`src/rtl/dmem_arbiter_if.sv`:
```
// Bundle of the dmem_arbiter request, response and memory-port signals.
//   slave  : arbiter side (takes requests/flush/read data, drives grants/responses/memory strobes)
//   master : environment side (requesters, branch unit and data memory)
// Request lanes : reqN_valid/ready/wr_en/addr/data/tag, N = 0, 1
// Response      : rsp_valid/port/tag/data, err
// Memory port   : dmem_wr_en/rd_en/addr/data_out out, dmem_valid_in/valid_addr_in/data_in back
interface dmem_arbiter_if #(
  parameter int unsigned AW    = 10,
  parameter int unsigned TAG_W = 5
);
  logic             flush;
  logic             req0_valid;
  logic             req0_ready;
  logic [3:0]       req0_wr_en;
  logic [31:0]      req0_addr;
  logic [31:0]      req0_data;
  logic [TAG_W-1:0] req0_tag;
  logic             req1_valid;
  logic             req1_ready;
  logic [3:0]       req1_wr_en;
  logic [31:0]      req1_addr;
  logic [31:0]      req1_data;
  logic [TAG_W-1:0] req1_tag;
  logic             rsp_valid;
  logic             rsp_port;
  logic [TAG_W-1:0] rsp_tag;
  logic [31:0]      rsp_data;
  logic             err;
  logic [3:0]       dmem_wr_en;
  logic             dmem_rd_en;
  logic [31:0]      dmem_addr;
  logic [31:0]      dmem_data_out;
  logic             dmem_valid_in;
  logic [AW-1:0]    dmem_valid_addr_in;
  logic [31:0]      dmem_data_in;

  modport slave (
    input  flush,
    input  req0_valid, req0_wr_en, req0_addr, req0_data, req0_tag,
    output req0_ready,
    input  req1_valid, req1_wr_en, req1_addr, req1_data, req1_tag,
    output req1_ready,
    output rsp_valid, rsp_port, rsp_tag, rsp_data, err,
    output dmem_wr_en, dmem_rd_en, dmem_addr, dmem_data_out,
    input  dmem_valid_in, dmem_valid_addr_in, dmem_data_in
  );

  modport master (
    output flush,
    output req0_valid, req0_wr_en, req0_addr, req0_data, req0_tag,
    input  req0_ready,
    output req1_valid, req1_wr_en, req1_addr, req1_data, req1_tag,
    input  req1_ready,
    input  rsp_valid, rsp_port, rsp_tag, rsp_data, err,
    input  dmem_wr_en, dmem_rd_en, dmem_addr, dmem_data_out,
    output dmem_valid_in, dmem_valid_addr_in, dmem_data_in
  );
endinterface

```
`src/rtl/dmem_arbiter.sv`:
```
// Round-robin arbiter sharing one data-memory port between two retire lanes.
// Issues one registered access per grant, tracks a single outstanding load, and returns
// its data tagged with the requester's ROB tag. A flush kills any in-flight load.
// Ports:
//   clk, rst : clock, asynchronous active-high reset
//   bus      : dmem_arbiter_if.slave (requests, grants, responses, memory port, flush)
// Optional: define DMEM_ARB_TIMEOUT_EN to abort a load after TIMEOUT cycles in WAIT_RD
// with an err pulse; otherwise the load waits indefinitely and err stays 0.
module dmem_arbiter #(
  parameter int unsigned MEM_DEPTH = 1024,
  parameter int unsigned TAG_W     = 5,
  parameter int unsigned TIMEOUT   = 64
) (
  input logic           clk,
  input logic           rst,
  dmem_arbiter_if.slave bus
);
  localparam int unsigned AW = $clog2(MEM_DEPTH);

  typedef enum logic [0:0] {StIdle, StWaitRd} state_e;

  state_e           state_q, state_d;
  logic             rr_q, rr_d;
  logic [3:0]       dmem_wr_en_q, dmem_wr_en_d;
  logic             dmem_rd_en_q, dmem_rd_en_d;
  logic [31:0]      dmem_addr_q, dmem_addr_d;
  logic [31:0]      dmem_data_q, dmem_data_d;
  logic             rsp_valid_q, rsp_valid_d;
  logic             rsp_port_q, rsp_port_d;
  logic [TAG_W-1:0] rsp_tag_q, rsp_tag_d;
  logic [31:0]      rsp_data_q, rsp_data_d;
  logic             err_q, err_d;
  logic             pend_port_q, pend_port_d;
  logic [TAG_W-1:0] pend_tag_q, pend_tag_d;

  logic             grant0, grant1, xfer_port;
  logic [3:0]       sel_wr_en;
  logic [31:0]      sel_addr, sel_data;
  logic [TAG_W-1:0] sel_tag;
  logic             hit, timeout_hit;

  always_comb begin
    grant0 = 1'b0;
    grant1 = 1'b0;
    if (state_q == StIdle && !bus.flush) begin
      grant0 = bus.req0_valid && (!bus.req1_valid || !rr_q);
      grant1 = bus.req1_valid && (!bus.req0_valid || rr_q);
    end
  end

  assign bus.req0_ready = grant0;
  assign bus.req1_ready = grant1;

  assign xfer_port = grant1;
  assign sel_wr_en = xfer_port ? bus.req1_wr_en : bus.req0_wr_en;
  assign sel_addr  = xfer_port ? bus.req1_addr  : bus.req0_addr;
  assign sel_data  = xfer_port ? bus.req1_data  : bus.req0_data;
  assign sel_tag   = xfer_port ? bus.req1_tag   : bus.req0_tag;

  // dmem_addr_q only changes on a grant, so it still holds the load address in WAIT_RD.
  assign hit = (state_q == StWaitRd) && bus.dmem_valid_in &&
               (bus.dmem_valid_addr_in == dmem_addr_q[AW-1:0]);

`ifdef DMEM_ARB_TIMEOUT_EN
  localparam int unsigned CntW = (TIMEOUT > 1) ? $clog2(TIMEOUT) : 1;
  logic [CntW-1:0] cnt_q, cnt_d;

  assign timeout_hit = (state_q == StWaitRd) && (cnt_q == CntW'(TIMEOUT - 1));

  always_comb begin
    cnt_d = '0;
    if (!bus.flush && state_q == StWaitRd && !hit && !timeout_hit) begin
      cnt_d = cnt_q + 1'b1;
    end
  end

  always_ff @(posedge clk or posedge rst) begin
    if (rst) begin
      cnt_q <= '0;
    end else begin
      cnt_q <= cnt_d;
    end
  end
`else
  logic unused_timeout;
  assign unused_timeout = (TIMEOUT != 0);
  assign timeout_hit    = 1'b0;
`endif

  always_comb begin
    state_d      = state_q;
    rr_d         = rr_q;
    dmem_wr_en_d = 4'h0;
    dmem_rd_en_d = 1'b0;
    dmem_addr_d  = dmem_addr_q;
    dmem_data_d  = dmem_data_q;
    rsp_valid_d  = 1'b0;
    rsp_port_d   = rsp_port_q;
    rsp_tag_d    = rsp_tag_q;
    rsp_data_d   = rsp_data_q;
    err_d        = 1'b0;
    pend_port_d  = pend_port_q;
    pend_tag_d   = pend_tag_q;
    if (bus.flush) begin
      // Flush beats a same-cycle hit or timeout: the load simply vanishes.
      state_d = StIdle;
    end else begin
      unique case (state_q)
        StIdle: begin
          if (grant0 || grant1) begin
            rr_d         = ~xfer_port;
            dmem_wr_en_d = sel_wr_en;
            dmem_rd_en_d = (sel_wr_en == 4'h0);
            dmem_addr_d  = sel_addr;
            dmem_data_d  = sel_data;
            if (sel_wr_en != 4'h0) begin
              // Stores complete on issue.
              rsp_valid_d = 1'b1;
              rsp_port_d  = xfer_port;
              rsp_tag_d   = sel_tag;
              rsp_data_d  = 32'h0;
            end else begin
              state_d     = StWaitRd;
              pend_port_d = xfer_port;
              pend_tag_d  = sel_tag;
            end
          end
        end
        StWaitRd: begin
          if (hit) begin
            rsp_valid_d = 1'b1;
            rsp_port_d  = pend_port_q;
            rsp_tag_d   = pend_tag_q;
            rsp_data_d  = bus.dmem_data_in;
            state_d     = StIdle;
          end else if (timeout_hit) begin
            err_d      = 1'b1;
            rsp_port_d = pend_port_q;
            rsp_tag_d  = pend_tag_q;
            state_d    = StIdle;
          end
        end
        default: state_d = StIdle;
      endcase
    end
  end

  always_ff @(posedge clk or posedge rst) begin
    if (rst) begin
      state_q      <= StIdle;
      rr_q         <= 1'b0;
      dmem_wr_en_q <= 4'h0;
      dmem_rd_en_q <= 1'b0;
      dmem_addr_q  <= 32'h0;
      dmem_data_q  <= 32'h0;
      rsp_valid_q  <= 1'b0;
      rsp_port_q   <= 1'b0;
      rsp_tag_q    <= '0;
      rsp_data_q   <= 32'h0;
      err_q        <= 1'b0;
      pend_port_q  <= 1'b0;
      pend_tag_q   <= '0;
    end else begin
      state_q      <= state_d;
      rr_q         <= rr_d;
      dmem_wr_en_q <= dmem_wr_en_d;
      dmem_rd_en_q <= dmem_rd_en_d;
      dmem_addr_q  <= dmem_addr_d;
      dmem_data_q  <= dmem_data_d;
      rsp_valid_q  <= rsp_valid_d;
      rsp_port_q   <= rsp_port_d;
      rsp_tag_q    <= rsp_tag_d;
      rsp_data_q   <= rsp_data_d;
      err_q        <= err_d;
      pend_port_q  <= pend_port_d;
      pend_tag_q   <= pend_tag_d;
    end
  end

  assign bus.dmem_wr_en    = dmem_wr_en_q;
  assign bus.dmem_rd_en    = dmem_rd_en_q;
  assign bus.dmem_addr     = dmem_addr_q;
  assign bus.dmem_data_out = dmem_data_q;
  assign bus.rsp_valid     = rsp_valid_q;
  assign bus.rsp_port      = rsp_port_q;
  assign bus.rsp_tag       = rsp_tag_q;
  assign bus.rsp_data      = rsp_data_q;
  assign bus.err           = err_q;
endmodule

```
`src/flat_wrapper.sv`:
```
// flat-port wrapper written by rule: the top's interface ports become plain ports
module dmem_arbiter_flat 
#(
  parameter int unsigned MEM_DEPTH = 1024,
  parameter int unsigned TAG_W     = 5,
  parameter int unsigned TIMEOUT   = 64
)
  (clk, rst, bus_flush, bus_req0_valid, bus_req0_wr_en, bus_req0_addr, bus_req0_data, bus_req0_tag, bus_req0_ready, bus_req1_valid, bus_req1_wr_en, bus_req1_addr, bus_req1_data, bus_req1_tag, bus_req1_ready, bus_rsp_valid, bus_rsp_port, bus_rsp_tag, bus_rsp_data, bus_err, bus_dmem_wr_en, bus_dmem_rd_en, bus_dmem_addr, bus_dmem_data_out, bus_dmem_valid_in, bus_dmem_valid_addr_in, bus_dmem_data_in);
  dmem_arbiter_if #(.AW(10), .TAG_W(TAG_W)) bus_i ();
  input logic clk;
  input logic rst;
  input wire logic [$bits(bus_i.flush)-1:0] bus_flush;
  input wire logic [$bits(bus_i.req0_valid)-1:0] bus_req0_valid;
  input wire logic [$bits(bus_i.req0_wr_en)-1:0] bus_req0_wr_en;
  input wire logic [$bits(bus_i.req0_addr)-1:0] bus_req0_addr;
  input wire logic [$bits(bus_i.req0_data)-1:0] bus_req0_data;
  input wire logic [$bits(bus_i.req0_tag)-1:0] bus_req0_tag;
  output wire logic [$bits(bus_i.req0_ready)-1:0] bus_req0_ready;
  input wire logic [$bits(bus_i.req1_valid)-1:0] bus_req1_valid;
  input wire logic [$bits(bus_i.req1_wr_en)-1:0] bus_req1_wr_en;
  input wire logic [$bits(bus_i.req1_addr)-1:0] bus_req1_addr;
  input wire logic [$bits(bus_i.req1_data)-1:0] bus_req1_data;
  input wire logic [$bits(bus_i.req1_tag)-1:0] bus_req1_tag;
  output wire logic [$bits(bus_i.req1_ready)-1:0] bus_req1_ready;
  output wire logic [$bits(bus_i.rsp_valid)-1:0] bus_rsp_valid;
  output wire logic [$bits(bus_i.rsp_port)-1:0] bus_rsp_port;
  output wire logic [$bits(bus_i.rsp_tag)-1:0] bus_rsp_tag;
  output wire logic [$bits(bus_i.rsp_data)-1:0] bus_rsp_data;
  output wire logic [$bits(bus_i.err)-1:0] bus_err;
  output wire logic [$bits(bus_i.dmem_wr_en)-1:0] bus_dmem_wr_en;
  output wire logic [$bits(bus_i.dmem_rd_en)-1:0] bus_dmem_rd_en;
  output wire logic [$bits(bus_i.dmem_addr)-1:0] bus_dmem_addr;
  output wire logic [$bits(bus_i.dmem_data_out)-1:0] bus_dmem_data_out;
  input wire logic [$bits(bus_i.dmem_valid_in)-1:0] bus_dmem_valid_in;
  input wire logic [$bits(bus_i.dmem_valid_addr_in)-1:0] bus_dmem_valid_addr_in;
  input wire logic [$bits(bus_i.dmem_data_in)-1:0] bus_dmem_data_in;
  assign bus_i.flush = bus_flush;
  assign bus_i.req0_valid = bus_req0_valid;
  assign bus_i.req0_wr_en = bus_req0_wr_en;
  assign bus_i.req0_addr = bus_req0_addr;
  assign bus_i.req0_data = bus_req0_data;
  assign bus_i.req0_tag = bus_req0_tag;
  assign bus_req0_ready = bus_i.req0_ready;
  assign bus_i.req1_valid = bus_req1_valid;
  assign bus_i.req1_wr_en = bus_req1_wr_en;
  assign bus_i.req1_addr = bus_req1_addr;
  assign bus_i.req1_data = bus_req1_data;
  assign bus_i.req1_tag = bus_req1_tag;
  assign bus_req1_ready = bus_i.req1_ready;
  assign bus_rsp_valid = bus_i.rsp_valid;
  assign bus_rsp_port = bus_i.rsp_port;
  assign bus_rsp_tag = bus_i.rsp_tag;
  assign bus_rsp_data = bus_i.rsp_data;
  assign bus_err = bus_i.err;
  assign bus_dmem_wr_en = bus_i.dmem_wr_en;
  assign bus_dmem_rd_en = bus_i.dmem_rd_en;
  assign bus_dmem_addr = bus_i.dmem_addr;
  assign bus_dmem_data_out = bus_i.dmem_data_out;
  assign bus_i.dmem_valid_in = bus_dmem_valid_in;
  assign bus_i.dmem_valid_addr_in = bus_dmem_valid_addr_in;
  assign bus_i.dmem_data_in = bus_dmem_data_in;
  dmem_arbiter #(.MEM_DEPTH(MEM_DEPTH), .TAG_W(TAG_W), .TIMEOUT(TIMEOUT)) u_core (.clk(clk), .rst(rst), .bus(bus_i));
endmodule
```
`config.mk`:
```
export PLATFORM = sky130hd
export DESIGN_NAME = dmem_arbiter_flat
export DESIGN_NICKNAME = d
export VERILOG_FILES = /design/src/rtl/dmem_arbiter_if.sv /design/src/rtl/dmem_arbiter.sv /design/src/flat_wrapper.sv
export SDC_FILE = /design/constraint.sdc
export NUM_CORES = 1
export LEC_CHECK = 0
export CORE_MARGIN = 4
export CORE_UTILIZATION = 35
export DETAILED_ROUTE_END_ITERATION = 16
export PLACE_DENSITY = 0.76
export SLEW_MARGIN = 15
export SYNTH_ARGS = -nofsm -noshare
export SYNTH_HDL_FRONTEND = slang
export SYNTH_SLANG_ARGS = --single-unit
export TNS_END_PERCENT = 1
```
`constraint.sdc`:
```
create_clock -name clk -period 5.76 [get_ports clk]
set_clock_uncertainty 0.05 [all_clocks]
set_input_delay 0.576 -clock clk [delete_from_list [all_inputs] [get_ports clk]]
set_output_delay 0.576 -clock clk [all_outputs]
set_load 0.01 [all_outputs]
```
==> results.cfg <==
[run_status]
outcome = completed

[sta]
finalSetupViolCount = 0
max_freq_mhz = 272
slew_headroom_pct = 24.6
drv_slew = 0
rsz0062_at_grt = false
fin_crit_ps = 3670
finalSetupTns_ps = 0
tightest_slew_ps = 1130
period_share_pct = 63.7
hold_viol_final = 0

[setup_path]
crit_end = bus_req1_ready
critPathCaptureType = primary output
timing.rr.end = u_core.bus.dmem_data_out[18]
r2r_slack_ps = 2620
critPathLaunch = bus_flush
start_kind = input port
rr_worst_depth = 6
r2r_start = u_core.state_q
worstPathArrival_ps = 3050
worstSetupPathType = input port to primary output
worstPathRequired_ps = 5130
cp_max_fo = 75

[die]
core_area_mm2 = 0.0140
ios = 305
rows = 43
die_h_um = 128
dieArea_mm2 = 0.0164
die-width_um = 128
initial_core_util_pct = 36.0

[place]
gp_congestion = 0.874
dpl.cell_count = 971
hpwlAfterDp_um = 12500
port_buffers = 303

[cells_and_area]
fillCellCount = 1127
area_delta_synth_final_pct = 75.9
layout-drive-gt1-share_pct = 6.44
final_common_cell = clkdlybuf4s50_1
final-seq-area_mm2 = 0.00290
fin_util_pct = 63.3
fin_cells = 1003
multi_input_area_mm2 = 0.00198
most-common-layout-cells = clkdlybuf4s50_1, nand2_1, dfrtp_1, nor2_1, a31oi_1
num-nets-final = 1004
diodes = 0

[yosys]
yosysWarnings = 0
syn-mean-instance-area_um2 = 9.64
syn_inst = 522
synth_seq_area_share_pct = 57.7
syn_area_mm2 = 0.00503
synth_nets = 716
synth.distinct_cells = 32
ys_ff_latch = 116

[drt]
drtIter0Drc = 253
routed_via_density = 4.93
vias = 4943
firstDrtPassIters = 5
routed_wirelength_um = 16700
route.detailed.drc = 0
wire_per_inst_um = 16.7
ant_nets = 0

[cts]
clock_path_buffers = 2
cts-root-buf = clkbuf_16
cts_sinks = 116
cts-resized-gates = 0
cts_max_level = 4
clkTransAtPathRegs_ps = 50
clock_latency_ps = 410
cts_tree = done
post-cts-setup-buffers = 0
cts_buffers = 17
postCtsHoldBufs = 0

[flow_run]
maxCapViolCount = 0

[worst_hold_path]
hold_path.class = flop to flop

[global_route]
grt_max_degree = 88
grt_pass1_vias = 5292
grt_pass1_wl_um = 26400
grt_overflow = 0
antenna_found_initial = 0
grt_usage_pct = 20.5

[pwr]
p_total_uw = 2690
powerDensity_mw_per_mm2 = 304
ir_drop_mv = 0.173
leakagePower_uw = 0.00373
## cell usage after synthesis, drive strengths merged
| library cell | instances | area share, % |
|---|---|---|
| nand2 | 140 | 10 |
| dfrtp | 116 | 58 |
| nor2 | 68 | 5.1 |
| a31oi | 65 | 8.1 |
| a22o | 33 | 5.7 |
| clkbuf | 27 | 2.0 |
| mux2 | 15 | 3.4 |
| buf | 11 | 1.2 |
| a21oi | 8 | 0.87 |
| xnor2 | 7 | 1.2 |
| inv | 5 | 0.37 |
| mux2i | 4 | 0.80 |
| nor4 | 3 | 0.67 |
| o21ai | 3 | 0.30 |
| xor2 | 3 | 0.52 |
| nand2b | 2 | 0.25 |
| nand3 | 2 | 0.20 |
| nand4 | 2 | 0.25 |
| nor3 | 2 | 0.20 |
| clkinv | 1 | 0.074 |
| conb | 1 | 0.074 |
| nor2b | 1 | 0.12 |
| o21a | 1 | 0.15 |
| or3b | 1 | 0.17 |
| or4 | 1 | 0.22 |
## where the power goes
part / internal, uW / switching (uW) / total [uW] / leakage (uW)
sequential: 909 / 57.6 / 966 / 0.00141
combinational: 328 / 235 / 563 / 0.00201
clock: 773 / 386 / 1160 / 0.000311
total: 2010 / 679 / 2690 / 0.00373
## metal layers
layer  track usage (%)  share of wire (%)
met1              22.0                 37
met2              35.9                 50
met3              7.54                9.2
met4              9.74                3.7
met5                 0                  0
## kinds of logic after synthesis
| kind of cell | count (synthesis) | share of synthesized area, % |
|---|---|---|
| AND/OR/NAND/NOR | 222 | 17.6 |
| flip-flops | 116 | 57.7 |
| AO/OA/AOI/OAI | 110 | 15.1 |
| buffers and inverters | 44 | 3.63 |
| multiplexers | 19 | 4.15 |
| XOR/XNOR | 10 | 1.74 |
| other | 1 | 0.0745 |
## sequential cells by signal, summed over array words and instances, names as in the netlist
signal,flops
u_core.bus.dmem_addr,32
u_core.bus.dmem_data_out,32
u_core.bus.dmem_rd_en,1
u_core.bus.dmem_wr_en,4
u_core.bus.rsp_data,32
u_core.bus.rsp_port,1
u_core.bus.rsp_tag,5
u_core.bus.rsp_valid,1
u_core.pend_port_q,1
u_core.pend_tag_q,5
u_core.rr_q,1
u_core.state_q,1
## final cells by class
class,count,share of cell area [%]
Sequential cell,116,32.8
Tap cell,180,2.54
Clock buffer,18,4.85
Timing Repair Buffer,307,34.6
Inverter,6,0.283
Clock inverter,14,2.56
Multi-Input combinational cell,362,22.4
## worst max-delay path, stage by stage
cell             delay, ps
clkdlybuf4s50_1        460
nor2_1                 430
nand3_4                750
inv_2                  220
clkdlybuf4s50_1        570
## worst min-delay path by stage
stage	slack (ps)	endpoint	cells past startpoint	from
finish	450	u_core.bus.rsp_data[3]	1	u_core.bus.rsp_data[3]
global route	460	u_core.bus.rsp_data[10]	1	u_core.bus.rsp_data[10]
CTS	450	u_core.bus.rsp_data[29]	1	u_core.bus.rsp_data[29]
detailed placement	430	u_core.bus.rsp_data[8]	1	u_core.bus.rsp_data[8]
global placement	430	u_core.bus.rsp_port	1	u_core.bus.rsp_port
floorplan	420	u_core.pend_tag_q[0]	1	u_core.pend_tag_q[0]
## through the flow
step           hold WS [ps]  setup slack [ps]  area, um2
3_5_place_dp            432              2080       8200
5_1_grt                 459              1910       8850
4_1_cts                 452              2070       8850
3_3_place_gp            426              2180       8200
6_report                447              2090       8850
2_1_floorplan           425              2060       5030
Note: power is estimated with default switching activity, not from simulation.
